[src/rtl/axi_mem_arbiter.sv]
// Round-robin arbiter that shares one AXI4 master port between the I-side line refill
// path and the D-side single-word path, with one AXI transaction in flight at a time.
module axi_mem_arbiter #(
    parameter int ADDR_WIDTH  = 32,
    parameter int DATA_WIDTH  = 32,
    parameter int ILINE_BEATS = 4
) (
    input  logic                  m00_axi_aclk,
    input  logic                  m00_axi_aresetn,

    input  logic                  i_req,
    input  logic [ADDR_WIDTH-1:0] i_addr,
    output logic                  i_gnt,
    output logic                  i_rvalid,
    output logic [DATA_WIDTH-1:0] i_rdata,
    output logic                  i_rlast,
    output logic                  i_err,

    input  logic                  d_req,
    input  logic                  d_we,
    input  logic [ADDR_WIDTH-1:0] d_addr,
    input  logic [DATA_WIDTH-1:0] d_wdata,
    input  logic [3:0]            d_wstrb,
    output logic                  d_gnt,
    output logic                  d_done,
    output logic [DATA_WIDTH-1:0] d_rdata,
    output logic                  d_err,

    output logic [ADDR_WIDTH-1:0] m00_axi_awaddr,
    output logic [7:0]            m00_axi_awlen,
    output logic [2:0]            m00_axi_awsize,
    output logic [1:0]            m00_axi_awburst,
    output logic                  m00_axi_awvalid,
    input  logic                  m00_axi_awready,
    output logic [DATA_WIDTH-1:0] m00_axi_wdata,
    output logic [3:0]            m00_axi_wstrb,
    output logic                  m00_axi_wlast,
    output logic                  m00_axi_wvalid,
    input  logic                  m00_axi_wready,
    input  logic [1:0]            m00_axi_bresp,
    input  logic                  m00_axi_bvalid,
    output logic                  m00_axi_bready,

    output logic [ADDR_WIDTH-1:0] m00_axi_araddr,
    output logic [7:0]            m00_axi_arlen,
    output logic [2:0]            m00_axi_arsize,
    output logic [1:0]            m00_axi_arburst,
    output logic                  m00_axi_arvalid,
    input  logic                  m00_axi_arready,
    input  logic [DATA_WIDTH-1:0] m00_axi_rdata,
    input  logic [1:0]            m00_axi_rresp,
    input  logic                  m00_axi_rlast,
    input  logic                  m00_axi_rvalid,
    output logic                  m00_axi_rready
);

    localparam int LineLsb = $clog2(ILINE_BEATS * 4);

    typedef enum logic [2:0] {IDLE, RADDR, RDATA, WADDR, WRESP} state_e;

    state_e                state_q, state_d;
    logic                  lastD_q;
    logic                  srcD_q;
    logic [ADDR_WIDTH-1:0] araddr_q, awaddr_q;
    logic [7:0]            arlen_q;
    logic [DATA_WIDTH-1:0] wdata_q;
    logic [3:0]            wstrb_q;
    logic                  wlast_q;
    logic                  awDone_q, wDone_q;
    logic [7:0]            beatCnt_q;
    logic                  errAcc_q;
    logic                  iRvalid_q, iRlast_q, iErr_q, dDone_q, dErr_q;
    logic [DATA_WIDTH-1:0] iRdata_q, dRdata_q;

    logic                  rHs;
    logic                  beatErr;
    logic                  errNow;
    logic                  unused_bits;

    assign unused_bits = ^{i_addr[LineLsb-1:0], d_addr[1:0], m00_axi_rresp[0], m00_axi_bresp[0]};

    assign m00_axi_awaddr  = awaddr_q;
    assign m00_axi_awlen   = 8'd0;
    assign m00_axi_awsize  = 3'b010;
    assign m00_axi_awburst = 2'b01;
    assign m00_axi_awvalid = (state_q == WADDR) && !awDone_q;
    assign m00_axi_wdata   = wdata_q;
    assign m00_axi_wstrb   = wstrb_q;
    assign m00_axi_wlast   = wlast_q;
    assign m00_axi_wvalid  = (state_q == WADDR) && !wDone_q;
    assign m00_axi_bready  = (state_q == WRESP);
    assign m00_axi_araddr  = araddr_q;
    assign m00_axi_arlen   = arlen_q;
    assign m00_axi_arsize  = 3'b010;
    assign m00_axi_arburst = 2'b01;
    assign m00_axi_arvalid = (state_q == RADDR);
    assign m00_axi_rready  = (state_q == RDATA);

    assign i_rvalid = iRvalid_q;
    assign i_rdata  = iRdata_q;
    assign i_rlast  = iRlast_q;
    assign i_err    = iErr_q;
    assign d_done   = dDone_q;
    assign d_rdata  = dRdata_q;
    assign d_err    = dErr_q;

    // A burst is in error if any beat reports SLVERR/DECERR or rlast lands on the wrong beat.
    assign rHs     = (state_q == RDATA) && m00_axi_rvalid;
    assign beatErr = m00_axi_rresp[1] | (m00_axi_rlast & (beatCnt_q != arlen_q));
    assign errNow  = errAcc_q | beatErr;

    always_comb begin
        state_d = state_q;
        i_gnt   = 1'b0;
        d_gnt   = 1'b0;
        case (state_q)
            IDLE: begin
                if (m00_axi_aresetn && d_req && (!i_req || !lastD_q)) begin
                    d_gnt   = 1'b1;
                    state_d = d_we ? WADDR : RADDR;
                end else if (m00_axi_aresetn && i_req) begin
                    i_gnt   = 1'b1;
                    state_d = RADDR;
                end
            end
            RADDR:   if (m00_axi_arready) state_d = RDATA;
            RDATA:   if (m00_axi_rvalid && m00_axi_rlast) state_d = IDLE;
            WADDR: begin
                if ((awDone_q || m00_axi_awready) && (wDone_q || m00_axi_wready)) state_d = WRESP;
            end
            WRESP:   if (m00_axi_bvalid) state_d = IDLE;
            default: state_d = IDLE;
        endcase
    end

    always_ff @(posedge m00_axi_aclk or negedge m00_axi_aresetn) begin
        if (!m00_axi_aresetn) begin
            state_q   <= IDLE;
            lastD_q   <= 1'b0;
            srcD_q    <= 1'b0;
            araddr_q  <= '0;
            awaddr_q  <= '0;
            arlen_q   <= '0;
            wdata_q   <= '0;
            wstrb_q   <= '0;
            wlast_q   <= 1'b0;
            awDone_q  <= 1'b0;
            wDone_q   <= 1'b0;
            beatCnt_q <= '0;
            errAcc_q  <= 1'b0;
            iRvalid_q <= 1'b0;
            iRdata_q  <= '0;
            iRlast_q  <= 1'b0;
            iErr_q    <= 1'b0;
            dDone_q   <= 1'b0;
            dRdata_q  <= '0;
            dErr_q    <= 1'b0;
        end else begin
            state_q   <= state_d;
            iRvalid_q <= 1'b0;
            iRlast_q  <= 1'b0;
            iErr_q    <= 1'b0;
            dDone_q   <= 1'b0;
            dErr_q    <= 1'b0;

            if (i_gnt || d_gnt) begin
                lastD_q   <= d_gnt;
                srcD_q    <= d_gnt;
                beatCnt_q <= '0;
                errAcc_q  <= 1'b0;
                awDone_q  <= 1'b0;
                wDone_q   <= 1'b0;
                if (i_gnt) begin
                    araddr_q <= {i_addr[ADDR_WIDTH-1:LineLsb], {LineLsb{1'b0}}};
                    arlen_q  <= 8'(ILINE_BEATS - 1);
                    wlast_q  <= 1'b0;
                end else begin
                    araddr_q <= {d_addr[ADDR_WIDTH-1:2], 2'b00};
                    awaddr_q <= {d_addr[ADDR_WIDTH-1:2], 2'b00};
                    arlen_q  <= 8'd0;
                    wdata_q  <= d_wdata;
                    wstrb_q  <= d_wstrb;
                    wlast_q  <= d_we;
                end
            end

            if (state_q == WADDR) begin
                if (m00_axi_awvalid && m00_axi_awready) awDone_q <= 1'b1;
                if (m00_axi_wvalid && m00_axi_wready)   wDone_q  <= 1'b1;
            end

            if (rHs) begin
                beatCnt_q <= beatCnt_q + 8'd1;
                errAcc_q  <= errNow;
                if (!srcD_q) begin
                    iRvalid_q <= 1'b1;
                    iRdata_q  <= m00_axi_rdata;
                    iRlast_q  <= m00_axi_rlast;
                    iErr_q    <= errNow;
                end else if (m00_axi_rlast) begin
                    dDone_q  <= 1'b1;
                    dRdata_q <= m00_axi_rdata;
                    dErr_q   <= errNow;
                end
            end

            if ((state_q == WRESP) && m00_axi_bvalid) begin
                dDone_q <= 1'b1;
                dErr_q  <= m00_axi_bresp[1];
            end
        end
    end

endmodule

[config.mk]
export PLATFORM = sky130hd
export DESIGN_NAME = axi_mem_arbiter
export DESIGN_NICKNAME = d
export VERILOG_FILES = /design/src/rtl/axi_mem_arbiter.sv
export SDC_FILE = /design/constraint.sdc
export NUM_CORES = 1
export LEC_CHECK = 0
export CORE_AREA = 2 2 138 140
export CTS_CLUSTER_SIZE = 28
export DETAILED_ROUTE_END_ITERATION = 8
export DIE_AREA = 0 0 140 142
export DONT_BUFFER_PORTS = 1
export MAX_ROUTING_LAYER = met4
export PLACE_DENSITY = 0.6
export SETUP_SLACK_MARGIN = 0.1
export SLEW_MARGIN = 10
export SYNTH_ARGS = -nofsm -noshare
export SYNTH_HDL_FRONTEND = slang
export SYNTH_SLANG_ARGS = --single-unit
[constraint.sdc]
create_clock -name m00_axi_aclk -period 5.04 [get_ports m00_axi_aclk]
set_clock_uncertainty 0.15 [all_clocks]
set_input_delay 1.26 -clock m00_axi_aclk [delete_from_list [all_inputs] [get_ports m00_axi_aclk]]
set_output_delay 1.26 -clock m00_axi_aclk [all_outputs]
set_load 0.02 [all_outputs]
==> out/results.txt <==
status -> complete, but fails checks
failing checks -> design-rule violations
Cell Pwr Density -> 735 nW/µm²
Slew @ Worst Pin -> 957 ps
Final Cycle Share -> 66.4%
Clock Latency Late Sink -> 410 ps
Remaining DRCs -> 23
Fillers -> 1697
Sw Pwr -> 2.44 mW
XOR/XNOR Fraction of Synth Area -> 0.119%
num rows -> 50
Hold Path Class -> flop to flop
Power Total -> 5.87 mW
initial DRC count -> 270
RSZ-0062 raised after global routing -> no
Syn. warnings -> 0
ys async rst share -> 100%
vias per std cell -> 5.15
largest family of logic cells by synthesized area -> simple AND/OR/NAND/NOR gates
core region area -> 18500 µm²
vias in the first global route -> 4727
Critical Path End Type -> primary output
# diodes -> 0
fin nets -> 786
clock group share of total power -> 22.3%
final core occ -> 43.3%
count leader, synth -> nand2_1
Syn Inst Count -> 649
placed insts -> 853
# port buffers -> 0
Post-synth EDFFs -> 0
Seq/Total Area, Yosys -> 61.7%
max-cap violation count -> 0
Tot GR Track Use -> 17.6%
number of buffers created by CTS -> 17
worst endpoint data arrival time -> 1940 ps
Root Driver -> clkbuf_16
internal power -> 3.42 mW
fin cells -> 884
first-pass GRT wire length -> 26.3 mm
Synth Area in Compound Gates -> 5.85%
clk slew on worst S/H paths -> 70 ps
die extent in y -> 142 µm
post-route cell area -> 7980 µm²
Max transition margin -> 36.1%
post-synth top area cell -> dfrtp_1
total negative slack -> 0 ps
final setup violating endpoints -> 0
class of the most critical setup path -> input pin to primary output
post-synthesis mux area share -> 11.3%
Fmax -> 0.299 GHz
critical path, cell by cell -> nor4b_4 -> and3_1
clock sink count -> 182
ys flop type -> dfrtp_1
drt first pass iters -> 7
routability cong. -> 0.832
Post-CTS Setup Inserts -> 0
sequential cell fraction of total power -> 59.1%
post-cts hold buffer count -> 0
Comb power frac -> 18.6%
Yosys cell types -> 50
Initial Utilization -> 40.0%
PostCTS Resize Cnt -> 0
layout cell share with drive strength beyond 1 -> 16.5%
CTS H-tree lvls -> 4
CP max stage delay -> 370 ps
Synth Register Bits -> 182
maximum clock insertion buffer count -> 2
DP Wirelength -> 12.1 mm
Multi-input gate area -> 2500 µm²
Slowest-stage cell, CP -> and3_1
Die ar. -> 19900 µm²
initial antenna violation count -> 0
Register Area -> 4550 µm²
final hold vios -> 0
routed len/inst -> 19.5 µm
CTS tree -> built
Tmin final -> 3350 ps
commonest cells in the netlist -> nand2_1, dfrtp_1, mux2_2, buf_4
simple-gate portion of the synthesized area -> 15.0%
Syn Std Cell Area -> 7380 µm²
Layout area overhead -> 8.19%
I/O pin total -> 350
final antenna-violating net count -> 0
Syn Area/Cell -> 11.4 µm²
CP Buf/Inv Count -> 0
largest net degree at the start of global routing -> 185
Critical Path Start Type -> input pin
family with the most delay on the worst path -> simple AND/OR/NAND/NOR gates
Max Fanout on Critical Path -> 184
post-synthesis adder-cell area fraction -> 0.170%
drt total wl -> 17.2 mm
CP required -> 3630 ps
synth top area cells -> dfrtp_1, nand2_1, mux2_4
grt total ovfl -> 0
Synth top area share -> 61.7%
fin. max-slew vios -> 0
die width -> 140 µm
DR vias -> 4549
Post-DP Area -> 7410 µm²
Max IR drop VDD -> 0.279 mV
leakage power -> 3.97 nW
sw frac -> 41.7%
[cells in the final DEF, fill, tap and decap left out, drive strengths merged, types with 4 or more instances in the layout]
| cell | n |
|---|---|
| a21oi | 8 |
| a22oi | 28 |
| and3 | 4 |
| buf | 4 |
| clkbuf | 19 |
| clkinvlp | 4 |
| conb | 28 |
| dfrtp | 182 |
| inv | 11 |
| mux2 | 64 |
| nand2 | 238 |
| nand3 | 5 |
| nor2 | 10 |
| nor3 | 4 |
| o21ai | 5 |
[stage by stage]
step                worst slack (ps)  hold WS (ps)
floorplan                       1630           299
global placement                1700           314
detailed placement              1710           333
CTS                             1720           348
global route                    1640           345
finish                          1690           346
[worst paths after layout]
path	start	to	slack (ps)	depth (start not counted)
max in group asynchronous	m00_axi_aresetn	m00_axi_wdata[20]$_DFFE_PN0P_	4090	0
max	m00_axi_aresetn	i_gnt	1690	2
min in group asynchronous	m00_axi_aresetn	d_rdata[28]$_DFFE_PN0P_	380	0
max reg2reg	state_q[0]$_DFFE_PN0P_	i_rdata[16]$_DFFE_PN0P_	2380	3
min	errAcc_q$_DFFE_PN0P_	errAcc_q$_DFFE_PN0P_	350	2
min reg2reg	errAcc_q$_DFFE_PN0P_	errAcc_q$_DFFE_PN0P_	350	2
[final cells by class]
cell class / count / area share (%)
sequential: 182 / 57.0
multi-input combinational: 426 / 31.4
clock buffer: 19 / 5.42
tap: 234 / 3.67
clock inverter: 12 / 1.79
timing repair buffer: 4 / 0.376
inverter: 7 / 0.329
[logic make-up after synthesis]
kind of cell | Yosys count
multiplexers | 65
adder cells (fa/ha/maj) | 1
XOR/XNOR | 1
AND/OR/NAND/NOR | 271
other | 2
buffers and inverters | 67
AO/OA/AOI/OAI | 60
flip-flops | 182
[power groups by stage]
| stage | clock, mW | sequential (mW) | combinational [mW] |
|---|---|---|---|
| final | 1.31 | 3.47 | 1.09 |
| after global routing | 1.41 | 3.55 | 1.24 |
| after CTS | 1.34 | 3.48 | 1.10 |
| after detailed placement | 0 | 3.48 | 1.11 |
| after global placement | 0 | 3.48 | 1.05 |
| after floorplan | 0 | 3.26 | 1.01 |
[metal layers]
layer / vias to the layer above / global-route usage, % / part of all wire (%)
met1: 2216 / 21.0 / 39
met3: 15 / 6.76 / 10
met2: 259 / 28.1 / 50
li1: 2059 / - / -
met5: - / - / 0
met4: 0 / 4.89 / 1.2
[state kept, by name, indices dropped and copies added (netlist names), 3 cells and up]
signal / count
beatCnt_q: 8
d_rdata: 32
i_rdata: 32
m00_axi_araddr: 30
m00_axi_awaddr: 30
m00_axi_wdata: 32
m00_axi_wstrb: 4
state_q: 3
[worst min-delay path, stage by stage, from the launching register on]
cell     delay, ps
dfrtp_1        350
nand2_1         50
o21ai_0         70
Note: power is estimated with default switching activity, not from simulation.
